<file path="config.mk">
export PLATFORM = sky130hd
export DESIGN_NAME = mem_stage
export DESIGN_NICKNAME = d
export VERILOG_FILES = /design/src/rtl/mem_stage.sv
export SDC_FILE = /design/constraint.sdc
export NUM_CORES = 1
export LEC_CHECK = 0
export ABC_AREA = 1
export BUFFER_PORTS_ARGS = -buffer_cell sky130_fd_sc_hd__clkbuf_2
export CORE_ASPECT_RATIO = 0.75
export CORE_MARGIN = 2
export CORE_UTILIZATION = 39
export CTS_CLUSTER_SIZE = 20
export DETAILED_ROUTE_END_ITERATION = 10
export PLACE_DENSITY = 0.73
export SYNTH_ARGS = -nofsm -noshare
export SYNTH_HDL_FRONTEND = slang
export SYNTH_SLANG_ARGS = --single-unit
</file>
<file path="constraint.sdc">
create_clock -name clk -period 6.6 [get_ports clk]
set_clock_uncertainty 0.15 [all_clocks]
set_input_delay 0 -clock clk [delete_from_list [all_inputs] [get_ports clk]]
set_output_delay 0 -clock clk [all_outputs]
set_load 0.05 [all_outputs]
</file>
<file path="src/rtl/mem_stage.sv">
// rtl/mem_stage.sv - MEM pipeline stage: data-SRAM load/store issue, load alignment, exception resolve
module mem_stage #(
  parameter logic [31:0] RESET_PC = 32'h1c000000
) (
  input  logic        clk,
  input  logic        reset,
  input  logic        flush,
  input  logic        es_to_ms_valid,
  output logic        ms_allow_in,
  input  logic [31:0] es_pc,
  input  logic [3:0]  es_mem_op,
  input  logic [31:0] es_addr,
  input  logic [31:0] es_wdata,
  input  logic [3:0]  es_rf_we,
  input  logic [4:0]  es_rf_waddr,
  input  logic [31:0] es_rf_wdata,
  input  logic [7:0]  es_excp,
  output logic        data_req,
  output logic        data_wr,
  output logic [3:0]  data_wstrb,
  output logic [31:0] data_addr,
  output logic [31:0] data_wdata,
  input  logic        data_addr_ok,
  input  logic        data_data_ok,
  input  logic [31:0] data_rdata,
  input  logic        ws_allow_in,
  output logic        ms_to_ws_valid,
  output logic        ms_valid,
  output logic [31:0] ms_pc,
  output logic [3:0]  ms_rf_we,
  output logic [4:0]  ms_rf_waddr,
  output logic [31:0] ms_rf_wdata,
  output logic        ms_excp,
  output logic [5:0]  ms_ecode,
  output logic        ms_ertn
);

  typedef enum logic [1:0] {IDLE, REQ, WAIT, DONE} state_t;

  state_t      state_q, state_d;
  logic        valid_q, valid_d, cancel_q, cancel_d;
  logic [31:0] pc_q, addr_q, wdata_q, rf_wdata_q, rdata_q, rdata_d;
  logic [3:0]  op_q, rf_we_q;
  logic [4:0]  rf_waddr_q;
  logic [7:0]  excp_q;
  logic        ready_go, accept, handoff, start;
  logic [7:0]  ld_byte;
  logic [15:0] ld_half;

  assign ready_go       = (state_q == IDLE) || (state_q == DONE);
  assign ms_to_ws_valid = valid_q && ready_go;
  assign ms_allow_in    = !cancel_q && (!valid_q || (ready_go && ws_allow_in));
  assign accept         = es_to_ms_valid && ms_allow_in && !flush;
  assign handoff        = ms_to_ws_valid && ws_allow_in;
  assign start          = accept && (es_mem_op != 4'b0000) && (es_excp == 8'h00);

  always_comb begin
    state_d  = state_q;
    cancel_d = cancel_q;
    rdata_d  = rdata_q;
    if (flush)        valid_d = 1'b0;
    else if (accept)  valid_d = 1'b1;
    else if (handoff) valid_d = 1'b0;
    else              valid_d = valid_q;
    case (state_q)
      IDLE: if (start) state_d = REQ;
      // An address accepted in the flush cycle still owes a response that must be swallowed.
      REQ: begin
        if (data_addr_ok) begin
          state_d = WAIT;
          if (flush) cancel_d = 1'b1;
        end else if (flush) begin
          state_d = IDLE;
        end
      end
      WAIT: begin
        if (data_data_ok) begin
          cancel_d = 1'b0;
          if (flush || cancel_q) begin
            state_d = IDLE;
          end else begin
            state_d = DONE;
            rdata_d = data_rdata;
          end
        end else if (flush) begin
          cancel_d = 1'b1;
        end
      end
      DONE: begin
        if (flush)        state_d = IDLE;
        else if (handoff) state_d = start ? REQ : IDLE;
      end
      default: state_d = IDLE;
    endcase
  end

  always_ff @(posedge clk or posedge reset) begin
    if (reset) begin
      state_q    <= IDLE;
      valid_q    <= 1'b0;
      cancel_q   <= 1'b0;
      rdata_q    <= '0;
      pc_q       <= RESET_PC;
      op_q       <= '0;
      addr_q     <= '0;
      wdata_q    <= '0;
      rf_we_q    <= '0;
      rf_waddr_q <= '0;
      rf_wdata_q <= '0;
      excp_q     <= '0;
    end else begin
      state_q  <= state_d;
      valid_q  <= valid_d;
      cancel_q <= cancel_d;
      rdata_q  <= rdata_d;
      if (accept) begin
        pc_q       <= es_pc;
        op_q       <= es_mem_op;
        addr_q     <= es_addr;
        wdata_q    <= es_wdata;
        rf_we_q    <= es_rf_we;
        rf_waddr_q <= es_rf_waddr;
        rf_wdata_q <= es_rf_wdata;
        excp_q     <= es_excp;
      end
    end
  end

  assign data_req  = (state_q == REQ);
  assign data_wr   = (op_q[3:2] == 2'b01);
  assign data_addr = {addr_q[31:2], 2'b00};

  always_comb begin
    data_wstrb = 4'b0000;
    data_wdata = wdata_q;
    if (data_wr) begin
      case (op_q[1:0])
        2'b00: begin
          data_wstrb = 4'b0001 << addr_q[1:0];
          data_wdata = {4{wdata_q[7:0]}};
        end
        2'b01: begin
          data_wstrb = addr_q[1] ? 4'b1100 : 4'b0011;
          data_wdata = {2{wdata_q[15:0]}};
        end
        default: data_wstrb = 4'b1111;
      endcase
    end
  end

  always_comb begin
    case (addr_q[1:0])
      2'b00:   ld_byte = rdata_q[7:0];
      2'b01:   ld_byte = rdata_q[15:8];
      2'b10:   ld_byte = rdata_q[23:16];
      default: ld_byte = rdata_q[31:24];
    endcase
    ld_half = addr_q[1] ? rdata_q[31:16] : rdata_q[15:0];
    case (op_q)
      4'b1000: ms_rf_wdata = {{24{ld_byte[7]}}, ld_byte};
      4'b1100: ms_rf_wdata = {24'h000000, ld_byte};
      4'b1001: ms_rf_wdata = {{16{ld_half[15]}}, ld_half};
      4'b1101: ms_rf_wdata = {16'h0000, ld_half};
      4'b1010: ms_rf_wdata = rdata_q;
      default: ms_rf_wdata = rf_wdata_q;
    endcase
  end

  always_comb begin
    ms_ecode = 6'h00;
    if      (excp_q[6]) ms_ecode = 6'h00;
    else if (excp_q[5]) ms_ecode = 6'h08;
    else if (excp_q[4]) ms_ecode = 6'h0D;
    else if (excp_q[3]) ms_ecode = 6'h0E;
    else if (excp_q[2]) ms_ecode = 6'h0B;
    else if (excp_q[1]) ms_ecode = 6'h0C;
    else if (excp_q[0]) ms_ecode = 6'h09;
  end

  assign ms_valid    = valid_q;
  assign ms_pc       = valid_q ? pc_q : RESET_PC;
  assign ms_excp     = valid_q && (|excp_q[6:0]);
  assign ms_ertn     = valid_q && excp_q[7] && !ms_excp;
  assign ms_rf_we    = (valid_q && !ms_excp) ? rf_we_q : 4'b0000;
  assign ms_rf_waddr = rf_waddr_q;

endmodule

</file>
Word-level counts from Yosys, hierarchy flattened
Index checks and enable logic that the tools add are counted.
{ "totals": {"reg_bits": 185, "n_memories": 0, "wordCells": 94, "inputBits": 188, "out_inout_bits": 154, "latch_bits": 0, "ramBits": 0, "mem_bits_ro": 0} }
{ "op_classes": {"mul": 0, "bitwise": 1, "div_mod_pow": 0, "n_addsub": 0, "eq_ne": 17, "n_shift": 1, "n_reduce_logical": 30, "n_mux": 33, "n_lt_le_gt_ge": 0} }
{ "op_table": {"columns": ["cell", "n"], "rows": [
  ["$pmux W32 S5", 1],
  ["$mux W32", 2],
  ["$pmux W32 S2", 1],
  ["$mux W4", 10],
  ["$pmux W8 S3", 1],
  ["$eq A4 B4 Y1 const B", 5],
  ["$mux W16", 1],
  ["$mux W2", 7],
  ["$logic_and A1 B1 Y1", 12],
  ["$eq A2 B1 Y1 const B", 4],
  ["$logic_not A8 Y1", 1],
  ["$pmux W2 S4", 1],
  ["$pmux W4 S2", 1],
  ["$mux W1", 7],
  ["$reduce_or A7 Y1", 1],
  ["$eq A2 B2 Y1 const B", 3],
  ["$logic_not A2 Y1", 3],
  ["$logic_not A1 Y1", 4],
  ["$ne A2 B2 Y1 const B", 2],
  ["$reduce_and A4 Y1", 1],
  ["$reduce_bool A4 Y1", 1],
  ["$shl A1 B2 Y4 const A", 1],
  ["$logic_or A1 B1 Y1", 3],
  ["$ne A3 B2 Y1 const B", 1],
  ["8 further kinds", 8]
]} }

Depth between registers and ports, before layout
Gate-level depths: netlist of run 1.
{ "depth": {"word_depth": 13, "ltp_mapped": 11, "mapped_depth_nobuf": 10} }

Least setup slack after synthesis of run 1
No wires, ideal clock.
{ "synth_timing": {"path_kind": "flip-flop to flip-flop", "from": "reg valid_q, in the netlist ms_valid", "to": "reg state_q[0]", "required_ps": 6334, "synth_period_minus_slack_ps": 2293, "path_buffers": 0, "path_stages_with_launch": 10, "slack_ps": 4307, "arrival_ps": 2026, "setup_time_ps": 116, "path_cell_list": "dfrtp_1 > inv_1 > nor2_1 > nand2_1 > nand3_1 > nand3_1 > inv_1 > nand2_1 > nand2_1 > nand2_1"} }
{ "synth_between": {"word_cells_on_any_way": 16, "classes_between": "eq/ne: 2; mux: 4; reduce/logical: 10"} }
{ "synth_lines": {"columns": ["element", "line", "text"], "rows": [
  ["start, declared", "41", "logic valid_q, valid_d, cancel_q, cancel_d;"],
  ["start signal, assigned", "113", "valid_q <= valid_d;"],
  ["$logic_and A1 B1 Y1", "51", "assign ms_to_ws_valid = valid_q && ready_go;"],
  ["net ms_to_ws_valid", "27", "output logic ms_to_ws_valid,"],
  ["$logic_and A1 B1 Y1", "54", "assign handoff = ms_to_ws_valid && ws_allow_in;"],
  ["$ne A3 B3 Y1 (no source line)", null, null],
  ["$reduce_and A4 Y1 (no source line)", null, null],
  ["end signal, assigned", "112", "state_q <= state_d;"],
  ["end, declared", "40", "state_t state_q, state_d;"]
]} }
The timed path passes the listed nets, and every way through them passes these cells. The select of a mux whose other input is x is not followed.
A chain may end at the register's enable or synchronous reset.

Worst setup path after layout of run 1
{ "layout_timing": {"from": "reg valid_q, in the netlist ms_valid", "to": "reg state_q[1]"} }
{ "layout_between": {"elab_chain_cells": 9, "word_cells_on_any_way": 12, "classes_between": "eq/ne: 2; reduce/logical: 10"} }
{ "layout_rtl": {"columns": ["element", "line", "text"], "rows": [
  ["$logic_not A1 Y1", "52", "assign ms_allow_in = !cancel_q && (!valid_q || (ready_go && ws_allow_in));"],
  ["$logic_or A1 B1 Y1", "52", null],
  ["$logic_and A1 B1 Y1", "52", null],
  ["$logic_and A1 B1 Y1 (2 in series)", "53", "assign accept = es_to_ms_valid && ms_allow_in && !flush;"],
  ["$logic_and A1 B1 Y1 (2 in series)", "55", "assign start = accept && (es_mem_op != 4'b0000) && (es_excp == 8'h00);"],
  ["$ne A2 B2 Y1 (no source line)", null, null],
  ["$reduce_and A4 Y1 (no source line) (*)", null, null]
]} }
Mark *: on every way between the ends. The rest lies on a longest branch, timed or not.

==> results of run 1 <==
power groups by stage:
stage / clock network (mW) / registers (mW) / logic [mW]
after floorplan: 0 / 1.89 / 3.00
after global placement: 0 / 1.95 / 3.59
after detailed placement: 0 / 1.96 / 3.65
after CTS: 1.07 / 1.95 / 3.77
after global routing: 1.11 / 2.01 / 4.04
final: 1.05 / 1.96 / 3.80
layout make-up:
type	count	area [um2]
Tap cell	306	383
Multi-Input combinational cell	835	3780
Fill cell	2131	10400
Sequential cell	185	4630
Timing Repair Buffer	536	3680
Clock inverter	13	141
Antenna cell	3	7.51
Inverter	99	382
Clock buffer	19	453
sequential cells by signal (all words and copies together) (netlist names):
signal,cells
ms_valid,1
pc_q,32
rf_we_q,4
ms_rf_waddr,5
op_q,4
rdata_q,32
wdata_q,32
state_q,2
cancel_q,1
excp_q,8
addr_q,32
rf_wdata_q,32
tightest hold or removal path, delay by kind of cell:
family	cells	cell delay, ps
buf+inv	3	1220
kinds of logic after synthesis:
logic type               after synthesis  synth area share
flip-flops                           185             0.492
other                                  1          0.000398
adder cells (fa/ha/maj)                5           0.00664
AND/OR/NAND/NOR                      669             0.296
buffers and inverters                199             0.108
multiplexers                          13            0.0155
AO/OA/AOI/OAI                        144            0.0810
routing by layer:
metal	track usage	wire length, um	vias up
met5	0	31	-
met4	0.0796	820	4
met3	0.0533	2330	70
met2	0.391	14500	452
met1	0.321	13400	4509
li1	-	-	4646
cell usage after synthesis, types with 7 or more instances:
| cell type | number |
|---|---|
| inv_1 | 92 |
| mux2_2 | 13 |
| o22ai_1 | 8 |
| clkbuf_1 | 17 |
| nand3_1 | 18 |
| nand2_1 | 536 |
| inv_2 | 7 |
| a21oi_1 | 65 |
| nor2_1 | 67 |
| dfrtp_1 | 182 |
| buf_4 | 48 |
| o21ai_0 | 63 |
| buf_2 | 30 |
| nand3_2 | 22 |
| or2_2 | 7 |
stage by stage:
step / setup WS (ps) / std cells / utilization / area [um2]
final: 2790 / 1996 / 0.564 / 13500
after global routing: 2510 / 1996 / 0.564 / 13500
after CTS: 2770 / 1993 / 0.564 / 13500
after detailed placement: 3370 / 1767 / 0.458 / 10900
after global placement: 3510 / 1767 / 0.458 / 10900
after floorplan: 1430 / 1219 / - / 9430
worst paths after layout:
path	start	end	slack, ps	cells after the start
max in group asynchronous	reset	addr_q[0]$_DFFE_PP0P_	4690	4
worst min register to register	pc_q[26]$_DFFE_PP1P_	pc_q[26]$_DFFE_PP1P_	320	2
worst max register to register	ms_valid$_DFFE_PP0P_	state_q[1]$_DFFE_PP0P_	2790	10
min in group clk	es_pc[30]	pc_q[30]$_DFFE_PP0P_	160	4
worst min-delay path	reset	rf_wdata_q[13]$_DFFE_PP0P_	100	3
worst max-delay path	ms_valid$_DFFE_PP0P_	state_q[1]$_DFFE_PP0P_	2790	10
cells in the final DEF (no fill, tap or decap), types with 5 or more instances in the layout:
cell type / netlist / layout
nand2_1: 536 / 536
nand4_1: 5 / 5
inv_1: 92 / 91
ha_1: 5 / 5
o22ai_1: 8 / 8
o21ai_0: 63 / 63
nand3_2: 22 / 22
nor2_1: 67 / 67
mux2_2: 13 / 13
inv_2: 7 / 6
nand3_1: 18 / 18
inv_6: 0 / 5
or2_2: 7 / 7
a21oi_1: 65 / 65
dlygate4sd3_1: 0 / 194
dfrtp_1: 182 / 182
clkbuf_2: 0 / 337
clkbuf_16: 0 / 17
==> flow_summary.json, run 1 <==
{
  "hold_viol": 0,
  "nets": 1867,
  "status": "complete, no violations",
  "p_int_mw": 3.13,
  "port_buffers": 337,
  "track_usage": 0.241,
  "crit_chain": "inv_1 > a21oi_2 > nor2_4 > buf_12 > nand3_1 > nand2_1 > nand3_1 > dlygate4sd3_1 > nand2_1 > dlygate4sd3_1",
  "netlist_instances": 1216,
  "cts_inserted_buffers": 17,
  "netlist_area_um2": 9420,
  "placeableCoreArea_um2": 23800,
  "synth-async-reset-ratio": 1.00,
  "grt_max_degree": 184,
  "path_delay_family": "buffers and inverters",
  "finalWirelength_um": 31100,
  "grt_antenna_before_repair": 5,
  "rsz0062_at_grt": "false",
  "post_cts_buffers": 0,
  "overflow": 0,
  "syn_to_final_growth_pct": 42.9,
  "setup_viol": 0,
  "dieHeight_um": 139,
  "start_util": 0.395,
  "cp_data_arrival_time_ps": 3960,
  "p_leak_nw": 7.52,
  "slew_headroom": 0.308,
  "pin_count": 342,
  "first_global_vias": 9468,
  "cts_max_path_buffers": 2,
  "max_freq_ghz": 0.263,
  "path_buf_inv": 4,
  "seqPwrFrac": 0.288,
  "finalPower_mw": 6.81,
  "die_width_um": 183,
  "hold_slack_ps": 104,
  "criticalPathCategory": "flip-flop to flip-flop",
  "yosys.area.top_type_share": 0.484,
  "required_ps": 6750,
  "synth_top_cell_by_area": "dfrtp_1",
  "root_buffer": "clkbuf_16",
  "power_density_nw_per_um2": 506,
  "synth_warnings": 0,
  "drv_slew": 0,
  "syn_area_per_cell_um2": 7.74,
  "ys.flop_type": "dfrtp_1",
  "grt_pass1_wl_um": 48800,
  "critPathMaxStageDelay_ps": 1020,
  "hp-class": "input port to asynchronous set/reset pin",
  "seq_area_frac_synth": 0.492,
  "min_period_ps": 3810,
  "combPwrFrac": 0.558,
  "vias": 9681,
  "critical_path.slowest_cell": "dfrtp_1",
  "cts_sinks": 185,
  "initialDrtViolationCount": 626,
  "wl_per_cell_um": 15.6,
  "drive_above_1_share": 0.259,
  "critical_path.max_fanout": 183,
  "core.rowCount": 49,
  "viasPerCell": 4.85,
  "synth-seq-cells": 185,
  "synth.distinct_cells": 36,
  "swShare": 0.540,
  "route.detailed.drc": 0,
  "synth_area_leaders": "dfrtp_1 (48%), nand2_1 (21%), buf_4 (3.8%), inv_1 (3.7%), a21oi_1 (3.5%)",
  "place_congestion": 0.859,
  "clkSlewWorstSetupHoldPaths_ps": 70,
  "setup-tns-final_ps": 0,
  "synth_edf_count": 0,
  "tightestPinTransition_ps": 1040,
  "firstDrtPassIters": 6,
  "vdd_drop_max_mv": 0.283,
  "place_hpwl_um": 20300,
  "clk_latency_ps": 420,
  "fin_crit_sh": 0.577,
  "htree_num_levels": 4,
  "cts_tree": "yes",
  "die_area_um2": 25400,
  "cts_hold_buf": 194,
  "worstSetupStartpointType": "flip-flop",
  "ant_nets": 0,
  "post_cts_resized": 0,
  "p_sw_mw": 3.68,
  "setup.worst_path.end_class": "flip-flop",
  "cap_violations": 0,
  "clkPwrFrac": 0.154
}
(Power assumes the default switching activity.)
==> run 2: changes to the inputs <==
clock period = 3.98 ns   (was 6.6 ns; I/O delays follow)
==> flow_summary.json, run 2 (synthesis gave the netlist of run 1 again) <==
{
  "status": "complete, no violations",
  "hp-class": "input port to flip-flop",
  "critical_path.max_fanout": 26,
  "clkSlewWorstSetupHoldPaths_ps": 70,
  "ant_nets": 0,
  "core.rowCount": 49,
  "post_cts_resized": 0,
  "cts_hold_buf": 192,
  "grt_pass1_wl_um": 49600,
  "clk_latency_ps": 430,
  "dp.cells": 1774,
  "mostFrequentLayoutCells": "nand2_1 (536), clkbuf_2 (337), dlygate4sd3_1 (192), dfrtp_1 (182), inv_1 (91)",
  "finalWirelength_um": 31400,
  "holdPathEnd": "state_q[0]$_DFFE_PP0P_",
  "preCtsSetupSlack_ps": 1340,
  "fill_cells": 2027,
  "wl_per_cell_um": 15.7,
  "regToRegStartpoint": "state_q[0]$_DFFE_PP0P_",
  "tightestPinTransition_ps": 1230,
  "drv_slew": 0,
  "setup.worst_path.end_class": "primary output",
  "rsz0062_at_grt": "false",
  "reg2reg_to": "state_q[1]$_DFFE_PP0P_",
  "grt_max_degree": 184,
  "worstRegToRegCells": 11,
  "criticalPathCategory": "flip-flop to primary output",
  "setup_viol": 0,
  "die_area_um2": 25400,
  "cts_sinks": 185,
  "first_global_vias": 9650,
  "placeableCoreArea_um2": 23800,
  "port_buffers": 337,
  "regArea_um2": 4630,
  "vias": 9624,
  "initialDrtViolationCount": 854,
  "power_density_nw_per_um2": 841,
  "vdd_drop_max_mv": 0.525,
  "root_buffer": "clkbuf_16",
  "hp-start": "ws_allow_in",
  "layout_commonest_cell": "nand2_1",
  "min_period_ps": 3180,
  "htree_num_levels": 4,
  "fin_util": 0.566,
  "die_width_um": 183,
  "r2r_setup_slack_ps": 970,
  "min_path_cells": 8,
  "overflow": 0,
  "cts_tree": "yes",
  "setup_ws_ps": 804,
  "p_leak_nw": 7.54,
  "fin_crit_sh": 0.798,
  "syn_to_final_growth_pct": 43.3,
  "required_ps": 3830,
  "multi_input_area_um2": 3780,
  "place_congestion": 0.859,
  "track_usage": 0.246,
  "nets": 1872,
  "firstDrtPassIters": 5,
  "drive_above_1_share": 0.261,
  "viasPerCell": 4.81,
  "worstSetupStartpointType": "flip-flop",
  "route.detailed.drc": 0,
  "place_hpwl_um": 20400,
  "cp_data_arrival_time_ps": 3030,
  "start_util": 0.395,
  "pin_count": 342,
  "grt_antenna_before_repair": 2,
  "slew_headroom": 0.177,
  "cap_violations": 0,
  "dieHeight_um": 139,
  "setup-tns-final_ps": 0,
  "cts_inserted_buffers": 17,
  "hold_viol": 0,
  "post_cts_buffers": 0,
  "final-instance-count-excl-fill": 1999,
  "cts_max_path_buffers": 2,
  "max_freq_ghz": 0.315
}
run 2: cell count changes in the layout (fill, tap and decap cells not counted), sizes merged, moves of 2 or more:
cell / previous run / this run
buf: 5 / 12
clkinv: 6 / 3
clkinvlp: 0 / 2
diode: 3 / 1
dlygate4sd3: 194 / 192
run 2: worst max-delay path, stage by stage, from the launching register on:
cell	delay, ps
dfrtp_1	920
inv_2	280
nand2_1	170
o21ai_1	120
nor3_4	520
a21oi_1	160
nand3_2	140
clkbuf_2	280
run 2: final cells by class:
cell class              instances  area share
repair buffers                541       0.275
clock buffers                  20      0.0331
multi-input cells             835       0.280
well taps                     306      0.0284
inverters                      99      0.0280
diodes                          1    0.000185
flip-flops and latches        185       0.343
clock inverters                12      0.0121
run 2: worst max-delay path by stage:
stage | from | endpoint | depth (start not counted)
final | addr_q[1]$_DFFE_PP0P_ | ms_rf_wdata[21] | 7
after global routing | addr_q[1]$_DFFE_PP0P_ | ms_rf_wdata[20] | 7
after CTS | addr_q[1]$_DFFE_PP0P_ | ms_rf_wdata[30] | 7
after detailed placement | addr_q[1]$_DFFE_PP0P_ | ms_rf_wdata[30] | 7
after global placement | addr_q[1]$_DFFE_PP0P_ | ms_rf_wdata[21] | 7
after floorplan | reset | addr_q[0]$_DFFE_PP0P_ | 1
run 2: routing by layer:
layer | wire length [um] | up-vias | track usage
met5 | 13 | - | 0
met4 | 782 | 2 | 0.0800
met3 | 2130 | 60 | 0.0565
met2 | 14500 | 427 | 0.393
met1 | 14000 | 4489 | 0.331
li1 | - | 4646 | -
run 2: metrics by stage:
stage | cell area (um2) | power, mW | hold slack [ps]
after floorplan | 9430 | 8.11 | -54.8
after global placement | 11000 | 9.21 | -0.521
after detailed placement | 11000 | 9.31 | 8.86
after CTS | 13500 | 11.3 | 14.2
after global routing | 13500 | 12.0 | 136
final | 13500 | 11.4 | 51.6
run 2: report_power, final:
part | internal (mW) | switching, mW | leakage [nW]
logic | 1.54 | 4.77 | 5.00
registers | 2.68 | 0.563 | 2.24
clock network | 1.02 | 0.781 | 0.298
total | 5.24 | 6.12 | 7.54
